<file path="config.mk">
export PLATFORM = sky130hd
export DESIGN_NAME = pipe_stage_chain
export DESIGN_NICKNAME = d
export VERILOG_FILES = /design/src/rtl/pipe_stage_chain.sv
export SDC_FILE = /design/constraint.sdc
export NUM_CORES = 1
export LEC_CHECK = 0
export BUFFER_PORTS_ARGS = -buffer_cell sky130_fd_sc_hd__buf_2
export CAP_MARGIN = 0
export CORE_AREA = 3 3 112 140
export CTS_CLUSTER_SIZE = 20
export DETAILED_ROUTE_END_ITERATION = 16
export DIE_AREA = 0 0 115 143
export GPL_TIMING_DRIVEN = 0
export PLACE_DENSITY = 0.84
export SLEW_MARGIN = 20
export SYNTH_ARGS = -nofsm -noshare
export SYNTH_HDL_FRONTEND = slang
export SYNTH_SLANG_ARGS = --single-unit
</file>
<file path="constraint.sdc">
create_clock -name clk -period 2.2 [get_ports clk]
set_input_delay 0.22 -clock clk [delete_from_list [all_inputs] [get_ports clk]]
set_output_delay 0.22 -clock clk [all_outputs]
set_load 0.02 [all_outputs]
</file>
<file path="src/rtl/pipe_stage_chain.sv">
// -----------------------------------------------------------------------------
// pipe_stage_chain
//   Chain of NUM_STAGES pipeline registers with per-stage valid bits, placed
//   between CPU datapath stages (IF/ID .. MEM/WB). Stage 0 is the youngest
//   (input side), stage NUM_STAGES-1 the oldest (output side). Supports a
//   backward-propagating stall, flush with bubble insertion, a global freeze
//   and saturating retired/bubble counters. Payloads are opaque.
//
// Ports
//   clk          in   rising-edge clock
//   arst_n       in   synchronous active-low reset (overrides everything)
//   enable       in   0 freezes the whole chain and both counters
//   in_valid     in   stage-0 source holds a valid item
//   in_data      in   stage-0 source payload
//   in_ready     out  stage 0 accepts this cycle (combinational)
//   stall_req    in   bit k: stage k (and all younger stages) must not advance
//   flush_req    in   bit k: kill stage k and all younger stages
//   cnt_clr      in   clear both counters (ignored while enable=0)
//   stage_valid  out  valid bit of each stage
//   stage_data   out  payloads, stage k at [k*DATA_W +: DATA_W]
//   out_valid    out  valid bit of the last stage
//   out_data     out  payload of the last stage
//   retired_cnt  out  cycles with a valid item in the last stage (saturating)
//   bubble_cnt   out  cycles with an invalid last stage (saturating)
// -----------------------------------------------------------------------------
module pipe_stage_chain #(
  parameter int unsigned NUM_STAGES          = 4,
  parameter int unsigned DATA_W              = 32,
  parameter int unsigned CNT_W               = 16,
  parameter bit          CLEAR_DATA_ON_FLUSH = 1'b1
) (
  input  logic                         clk,
  input  logic                         arst_n,
  input  logic                         enable,
  input  logic                         in_valid,
  input  logic [DATA_W-1:0]            in_data,
  output logic                         in_ready,
  input  logic [NUM_STAGES-1:0]        stall_req,
  input  logic [NUM_STAGES-1:0]        flush_req,
  input  logic                         cnt_clr,
  output logic [NUM_STAGES-1:0]        stage_valid,
  output logic [NUM_STAGES*DATA_W-1:0] stage_data,
  output logic                         out_valid,
  output logic [DATA_W-1:0]            out_data,
  output logic [CNT_W-1:0]             retired_cnt,
  output logic [CNT_W-1:0]             bubble_cnt
);

  logic [NUM_STAGES-1:0] valid_q, valid_d;
  logic [DATA_W-1:0]     data_q [NUM_STAGES];
  logic [DATA_W-1:0]     data_d [NUM_STAGES];
  logic [CNT_W-1:0]      retired_q, retired_d;
  logic [CNT_W-1:0]      bubble_q, bubble_d;

  // hold/kill of stage k is the OR over stage k and every older stage, so a
  // stall or flush request reaches back towards the input side.
  logic [NUM_STAGES-1:0] hold, kill;

  always_comb begin
    hold = '0;
    kill = '0;
    for (int unsigned k = 0; k < NUM_STAGES; k++) begin
      for (int unsigned j = k; j < NUM_STAGES; j++) begin
        hold[k] = hold[k] | stall_req[j];
        kill[k] = kill[k] | flush_req[j];
      end
    end
  end

  assign in_ready = enable & ~hold[0] & ~kill[0];

  // Stage next-state: kill beats hold beats advance.
  always_comb begin
    valid_d = valid_q;
    data_d  = data_q;
    if (enable) begin
      if (kill[0]) begin
        valid_d[0] = 1'b0;
        if (CLEAR_DATA_ON_FLUSH) data_d[0] = '0;
      end else if (!hold[0]) begin
        valid_d[0] = in_valid;
        data_d[0]  = in_data;
      end
      for (int unsigned k = 1; k < NUM_STAGES; k++) begin
        if (kill[k]) begin
          valid_d[k] = 1'b0;
          if (CLEAR_DATA_ON_FLUSH) data_d[k] = '0;
        end else if (!hold[k]) begin
          // A held predecessor leaves a bubble behind; data is copied anyway.
          valid_d[k] = valid_q[k-1] & ~hold[k-1];
          data_d[k]  = data_q[k-1];
        end
      end
    end
  end

  // Counters look at the pre-edge last-stage valid bit and saturate.
  always_comb begin
    retired_d = retired_q;
    bubble_d  = bubble_q;
    if (enable) begin
      if (cnt_clr) begin
        retired_d = '0;
        bubble_d  = '0;
      end else if (valid_q[NUM_STAGES-1]) begin
        if (retired_q != '1) retired_d = retired_q + 1'b1;
      end else begin
        if (bubble_q != '1) bubble_d = bubble_q + 1'b1;
      end
    end
  end

  always_ff @(posedge clk) begin
    if (!arst_n) begin
      valid_q   <= '0;
      retired_q <= '0;
      bubble_q  <= '0;
      for (int unsigned k = 0; k < NUM_STAGES; k++) begin
        data_q[k] <= '0;
      end
    end else begin
      valid_q   <= valid_d;
      retired_q <= retired_d;
      bubble_q  <= bubble_d;
      for (int unsigned k = 0; k < NUM_STAGES; k++) begin
        data_q[k] <= data_d[k];
      end
    end
  end

  always_comb begin
    stage_data = '0;
    for (int unsigned k = 0; k < NUM_STAGES; k++) begin
      stage_data[k*DATA_W +: DATA_W] = data_q[k];
    end
  end

  assign stage_valid = valid_q;
  assign out_valid   = valid_q[NUM_STAGES-1];
  assign out_data    = data_q[NUM_STAGES-1];
  assign retired_cnt = retired_q;
  assign bubble_cnt  = bubble_q;

endmodule

</file>
==> run metrics, run 1 <==
status complete, no violations; mean post-synth cell area 8.84 sq um; Num CTS Buffers 17; number of H-tree levels 4; startpoint class of the critical path input port; post-synth cell types 58; syn_nets ~860; GRT Util Overall 26.1%; Layout fillers roughly 1,200; crit path capture type output pin; Syn Inst Count approximately 810; CP Max Fanout 10; deepest clock path buffer count 2; initial core utilization 49.5%; global route total overflow 0; Vias/cell approximately 5.6; Die Y between 100 and 150 um; antenna-violating nets left 0; Buffers on Ports 242; total power just over 0.006 W; Max-slew headroom 58.3%; fmax 0.481 GHz; first-pass GRT wire length roughly 34,000 um; Worst Tran Pin Value around 0.62 ns; Post-CTS Setup Bufs 0; Hold Crit Class in -> reg; final setup fails 0; Clock Latency Late Sink about 0.42 ns; Core Util, Final between 60% and 70%; TritonCTS clock tree built; drt drc 0; FF+latch count, synth between 150 and 200; clock sink total between 150 and 200; sequential area share after synthesis ~46%; Clock Pin Slew Worst Setup and Hold Paths about 0.070 ns; MaxCap Viol Count 0; initial antenna violation count 1; Die X 115 um; total number of yosys warnings 0; Clock Skews 0.00934 ns; cts hold-fix bufs 0; post-route clock period utilization 94.4%; I/O pin count around 240; Post-synth EDFFs 0; Pleak 3.85 nW; Worst EP required approximately 2 ns; Root Buffer clkbuf_16; Pins Over Slew Limit 0; final net count approximately 1,100; Total Routed Length 22,100 um; HPWL Detailed between 15,000 and 20,000 um; mapped cell area ~7200 sq um; Post-synth top flop dfxtp_1; row count 49; crit path DAT approximately 1.9 ns; First DRT Iteration DRCs 677; routability congestion estimate from global placement roughly 0.88; number of global-route vias before repair about 6,500; Tmin final slightly above 2 ns; largest net degree at the start of global routing 18; final hold vios 0; PD cells approximately 680 nW/um^2; Area growth, synth to finish 28.0%; routed via count between 7,000 and 8,000; core area approximately 14,000 sq um; WS Path Type in -> out; FFs w/ async S/R, synth 0%; DIE AREA approximately 16,000 sq um; layout cells sized above 1 approximately 32%; Avg WL per Cell between 15 and 20 um; VDD IR max roughly 460 uV; drt pass-1 iters 6
[cells in the mapped netlist (all sizes together) (2+ instances only)]
cell	instances	area share, %
dfxtp	164	46
nand2	93	4.9
nand3	79	5.5
a21boi	68	7.1
nor2b	68	5.9
buf	60	5.5
a21oi	43	3.1
a22oi	33	3.5
nor3b	32	3.4
clkbuf	30	1.6
nor2	20	1.2
o21ai	18	1.4
a31oi	12	1.0
inv	12	0.63
nand4	11	1.1
nor3	11	1.0
o31ai	5	0.72
nand2b	4	0.35
nor4	4	0.98
o211ai	4	0.42
o311ai	4	0.49
o31a	4	0.49
o41ai	4	0.49
a41oi	3	0.37
or2	3	0.30
or3	3	0.26
a311oi	2	0.49
and3	2	0.17
ha	2	0.35
nand4b	2	0.24
[final cells by class]
type | instances | area (sq um) | area share [%]
Sequential cell | 164 | 3280 | 35.8
Buffer | 90 | 505 | 5.51
Tap cell | 178 | 223 | 2.43
Timing Repair Buffer | 242 | 1210 | 13.2
Antenna cell | 1 | 2.50 | 0.0273
Clock buffer | 18 | 429 | 4.68
Clock inverter | 14 | 135 | 1.47
Inverter | 12 | 45.0 | 0.491
Multi-Input combinational cell | 545 | 3340 | 36.4
[what timing repair did]
action / CTS / global route
hold endpoints to repair: 0 / 0
endpoints found under the setup margin: 1 / 0
resized for setup: 1 / 0
[where the power goes]
part           total [W]  leakage (nW)  switching [W]  internal, W
registers        0.00298          1.32     0.00000468      0.00297
clock network    0.00286         0.270        0.00136      0.00150
logic           0.000360          2.26       0.000248     0.000112
[placed cells by master (no fill, tap or decap), drive strengths merged, types with 11 or more instances in the layout]
| cell | instances |
|---|---|
| a21boi | 68 |
| a21oi | 43 |
| a22oi | 33 |
| a31oi | 12 |
| buf | 302 |
| clkbuf | 48 |
| dfxtp | 164 |
| inv | 21 |
| nand2 | 93 |
| nand3 | 79 |
| nand4 | 11 |
| nor2 | 20 |
| nor2b | 68 |
| nor3 | 11 |
| nor3b | 32 |
| o21ai | 18 |
[per-stage QoR]
step | area (sq um) | setup TNS (ns) | setup slack (ns) | hold WS (ns) | std cells
6_report | 9170 | 0 | 0.123 | 0.0645 | 1264
4_1_cts | 9170 | 0 | 0.127 | 0.0550 | 1263
3_5_place_dp | 8600 | -0.0216 | -0.0216 | 0.463 | 1231
2_1_floorplan | 7170 | 0 | 0.229 | 0.405 | 811
3_3_place_gp | 8600 | 0 | 0.000177 | 0.456 | 1231
5_1_grt | 9170 | -0.00120 | -0.00120 | 0.0681 | 1264
[critical path, cell delays in order]
cell and delay [ns]:
buf_2 0.10, buf_2 0.20, nor3_4 0.32, nand3_1 0.14
nor2_2 0.38, buf_4 0.28, buf_2 0.20
[final timing paths]
kind,slack [ns],startpoint,end,cells past startpoint
max,0.12,flush_req[3],in_ready,7
min reg2reg,0.47,stage_data[85],stage_data[85],2
max reg2reg,0.17,retired_cnt[0],retired_cnt[3],6
min,0.06,in_data[10],stage_data[10],3
[flip-flops by register name (all words and copies together) (netlist names)]
name,count
bubble_cnt,16
stage_valid,4
stage_data,96
out_data,32
retired_cnt,16
[cell families after synthesis]
| group | count (synthesis) | synth area share (%) |
|---|---|---|
| AO/OA/AOI/OAI | 206 | 20.2 |
| AND/OR/NAND/NOR | 336 | 25.8 |
| flip-flops | 164 | 45.8 |
| multiplexers | 1 | 0.140 |
| buffers and inverters | 102 | 7.68 |
| adder cells (fa/ha/maj) | 2 | 0.349 |
[routing by layer]
layer	global-route usage (%)	vias up	wire length [um]
met5	0	-	0
met4	10.6	0	747
met3	6.99	52	1810
met2	43.6	308	10800
met1	31.9	3343	8750
li1	-	3379	-
No activity file was read; power rests on OpenSTA's default activity.
==> run 2: changes to the inputs <==
clock period = 2.5 ns   (was 2.2 ns; I/O delays follow)
==> run metrics, run 2 (synthesis results as in run 1) <==
status complete, no violations; VDD IR max 409 uV; R2R setup slack 0.47 ns; Num CTS Buffers 17; Buffers on Ports approximately 240; Vias/cell ~5.6; cts hold-fix bufs 0; Die Y around 140 um; post-route clock period utilization around nine tenths; Placed Instances about 1,200; power share of the combinational group about 5.8%; Clock Pin Slew Worst Setup and Hold Paths 0.07 ns; deepest clock path buffer count 2; Pins Over Slew Limit 0; first-pass GRT wire length approximately 34,000 um; post-route cell area just over 9000 sq um; Pleak ~3.8 nW; Die X approximately 120 um; startpoint class of the critical path input port; antenna-violating nets left 0; Clock Skews 0.0101 ns; RSZ-0062 raised after global routing no; number of global-route vias before repair 6,459; layout cells sized above 1 ~32%; Area growth, synth to finish 27.9%; initial antenna violation count 1; routability congestion estimate from global placement between 0.8 and 0.9; crit path DAT between 2 and 2.5 ns; PD cells 595 nW/um^2; I/O pin count roughly 240; CP Max Fanout 10; Post-CTS Setup Bufs 0; GRT Util Overall 26.1%; fmax about 0.44 GHz; Layout fillers approximately 1,200; Int Power between 0.004 and 0.005 W; Placed Area about 8600 sq um; number of H-tree levels 4; post_cts resized 0; drt pass-1 iters 5; Net Sw Frac around a quarter; setup_tns 0 ns; TritonCTS clock tree built; DIE AREA around 16,000 sq um; Total Routed Length about 22,000 um; max reg flops between 90 and 100; Reg power frac between 40% and 50%; clock power share ~46%; initial core utilization between 40% and 50%; WS Path Type in -> out; row count 49; Clock Latency Late Sink between 0.4 and 0.5 ns; most common cell after layout, fill and taps aside buf_2; crit path capture type output pin; clock sink total 164; Hold Crit Class in -> reg; Worst EP required 2.25 ns; Root Buffer clkbuf_16; Tmin final about 2.3 ns; Max-slew headroom approximately three fifths; Worst Tran Pin Value 0.618 ns; Critical path origin flush_req[3]; R2R cell count 6; MaxCap Viol Count 0; final setup fails 0; Setup crit end in_ready; Avg WL per Cell around 17 um; R2R Path End retired_cnt[3]; worst flop-to-flop path startpoint retired_cnt[0]; drt drc 0; HPWL Detailed ~16,000 um; largest net degree at the start of global routing 18; non-filler instance count after layout 1,264; final hold vios 0; most frequent cells in the layout buf_2 (262), dfxtp_1 (164), nand2_1 (92); hold_ws roughly 0.094 ns; routed via count a little over 7,000; global route total overflow 0; Seq. cell area around 3300 sq um; core area roughly 14,000 sq um; multi-input logic area approximately 3300 sq um; final net count 1,119; Switch Pwr 0.00142 W; First DRT Iteration DRCs 672
-- run 2: cell counts in the layout (fill, tap and decap cells not counted) --
No cell type changed its count.
-- run 2: area by class of cell --
cell class | count | area share, %
multi-input cells | 545 | 36.4
flip-flops and latches | 164 | 35.8
repair buffers | 242 | 13.2
plain buffers | 90 | 5.51
clock buffers | 18 | 4.68
well taps | 178 | 2.43
clock inverters | 14 | 1.47
inverters | 12 | 0.491
diodes | 1 | 0.0273
-- run 2: worst max-delay path, stage by stage --
cell and delay (ns):
buf_2 0.10, buf_2 0.19, nor3_2 0.46, nand3_1 0.16, nor2_2 0.38, buf_4 0.28, buf_2 0.20
-- run 2: power by group through the flow --
| stage | sequential (W) | combinational, W | clock [W] |
|---|---|---|---|
| finish | 0.00262 | 0.000315 | 0.00252 |
| CTS | 0.00262 | 0.000314 | 0.00254 |
| detailed placement | 0.00268 | 0.000314 | 0 |
| global placement | 0.00268 | 0.000311 | 0 |
| floorplan | 0.00268 | 0.000180 | 0 |
| global route | 0.00262 | 0.000343 | 0.00266 |
-- run 2: worst min path at each step --
stage	endpoint	slack (ns)	depth (start not counted)	from
floorplan	stage_data[0]	0.44	2	in_data[0]
global placement	stage_data[42]	0.46	2	stage_data[42]
detailed placement	stage_data[85]	0.46	2	stage_data[85]
CTS	stage_data[10]	0.08	3	in_data[10]
global route	stage_data[14]	0.1	3	in_data[14]
finish	stage_data[10]	0.09	3	in_data[10]
-- run 2: per-stage QoR --
| stage | utilization, % | power, W | worst slack (ns) |
|---|---|---|---|
| 6_report | 63.4 | 0.00546 | 0.226 |
| 5_1_grt | 63.4 | 0.00562 | 0.0681 |
| 4_1_cts | 63.3 | 0.00547 | 0.218 |
| 3_5_place_dp | 59.4 | 0.00299 | 0.218 |
| 3_3_place_gp | 59.4 | 0.00299 | 0.240 |
| 2_1_floorplan | - | 0.00286 | 0.529 |
-- run 2: per-layer routing --
metal,part of all wire [%],wire length [um],global-route usage (%)
met1,39,8670,31.9
met3,8.5,1880,6.99
met5,0,0,0
met2,49,10700,43.6
met4,3.5,778,10.6
==> run 3: changes to the inputs <==
PLACE_DENSITY = 0.78   (was 0.84)
==> run metrics, run 3 (synthesis results as in run 1) <==
R2R cell count 6; DR top layer met5; Antenna Cells 0; Area growth, synth to finish 28.1%; most common cell after layout, fill and taps aside buf_2; R2R Path End retired_cnt[15]; Max-slew headroom 57.6%; most frequent cells in the layout buf_2 (262), dfxtp_1 (164), nand2_1 (92); drt drc 0; first-pass GRT wire length roughly 35,000 um; Placed Instances approximately 1,200; WS Path Type in -> out; Met3 Wirelength approximately 1700 um; Vias/cell 5.57; deepest clock path buffer count 2; DIE AREA ~16,000 sq um; HP Start in_data[9]; final hold vios 0; Avg WL per Cell roughly 18 um; Root Buffer clkbuf_16; TritonCTS clock tree built; post_cts resized 0; Layout fillers ~1,300; Clock Pin Slew Worst Setup and Hold Paths about 0.060 ns; Die X approximately 120 um; HPWL Detailed 16,700 um; startpoint class of the critical path input port; routed via count around 7,000; Post-CTS Setup Bufs 0; max reg flops 96; largest net degree at the start of global routing 17; post-route clock period utilization approximately nine tenths; initial core utilization approximately 50%; PD cells roughly 600 nW/um^2; drt pass-1 iters 8; core area between 10,000 and 15,000 sq um; fmax 0.440 GHz; VDD IR max 400 uV; Critical path origin flush_req[3]; Clock Skews roughly 0.0064 ns; antenna-violating nets left 0; Pins Over Slew Limit 0; hold worst-path end stage_data[9]; worst slack at placement between 0.2 and 0.25 ns; met2 routed WL about 11,000 um; Pleak about 3.9 nW; GRT Util Overall 26.9%; RSZ-0062 raised after global routing no; Num CTS Buffers 17; worst hold path depth 3; final setup fails 0; non-filler instance count after layout 1,263; crit path DAT 2.02 ns; First DRT Iteration DRCs between 400 and 500; clock sink total about 160; setup_tns 0 ns; Worst EP required approximately 2.3 ns; M1 WL between 9000 and 10,000 um; Total Routed Length 22,500 um; number of global-route vias before repair approximately 6,600; routability congestion estimate from global placement 0.881; CP Max Fanout 10; number of H-tree levels 4; status complete, no violations; crit path capture type output pin; I/O pin count approximately 240; Worst Tran Pin Value roughly 0.63 ns; row count 49; R2R setup slack between 0.4 and 0.5 ns; Hold Crit Class in -> reg; Clock Latency Late Sink approximately 0.43 ns; Buffers on Ports around 240; cts hold-fix bufs 0; Tmin final roughly 2.3 ns; Core Util, Final between 60% and 70%; worst flop-to-flop path startpoint retired_cnt[0]; MaxCap Viol Count 0; worst setup margin 0.228 ns; layout cells sized above 1 between 30% and 40%; Die Y ~140 um; final net count 1,119; initial antenna violation count 1; global route total overflow 0
-- run 3: where the power goes --
part	switching, W	internal [W]	leakage [nW]
logic	0.000220	0.0000988	2.26
clock network	0.00105	0.00154	0.279
registers	0.00000446	0.00262	1.32
-- run 3: stage by stage --
stage	cell area (sq um)	hold WS (ns)	total power, W
4_1_cts	9180	0.0875	0.00554
5_1_grt	9180	0.105	0.00569
3_3_place_gp	8600	0.459	0.00299
6_report	9180	0.0955	0.00553
3_5_place_dp	8600	0.470	0.00300
2_1_floorplan	7170	0.435	0.00286
-- run 3: worst max-delay path by stage --
stage | endpoint | slack (ns) | cells after the start
after floorplan | retired_cnt[3] | 0.53 | 6
after global placement | in_ready | 0.27 | 7
after detailed placement | in_ready | 0.24 | 7
after CTS | in_ready | 0.22 | 7
after global routing | in_ready | 0.11 | 7
final | in_ready | 0.23 | 7
-- run 3: critical path, stage by stage --
cell,delay (ns)
buf_2,0.10
buf_2,0.19
nor3_2,0.50
nand3_1,0.17
nor2_2,0.34
buf_4,0.27
buf_2,0.19
-- run 3: metal layers --
layer / vias to the layer above / track usage [%]
met3: 51 / 6.57
li1: 3371 / -
met2: 292 / 44.5
met4: 2 / 12.2
met5: - / 0
met1: 3313 / 33.0
-- run 3: cell type report --
class	instances	area, sq um	area share, %
plain buffers	90	505	5.51
clock buffers	23	478	5.21
clock inverters	9	103	1.12
inverters	12	45.0	0.491
multi-input cells	545	3330	36.3
flip-flops and latches	164	3280	35.8
well taps	178	223	2.43
repair buffers	242	1210	13.2
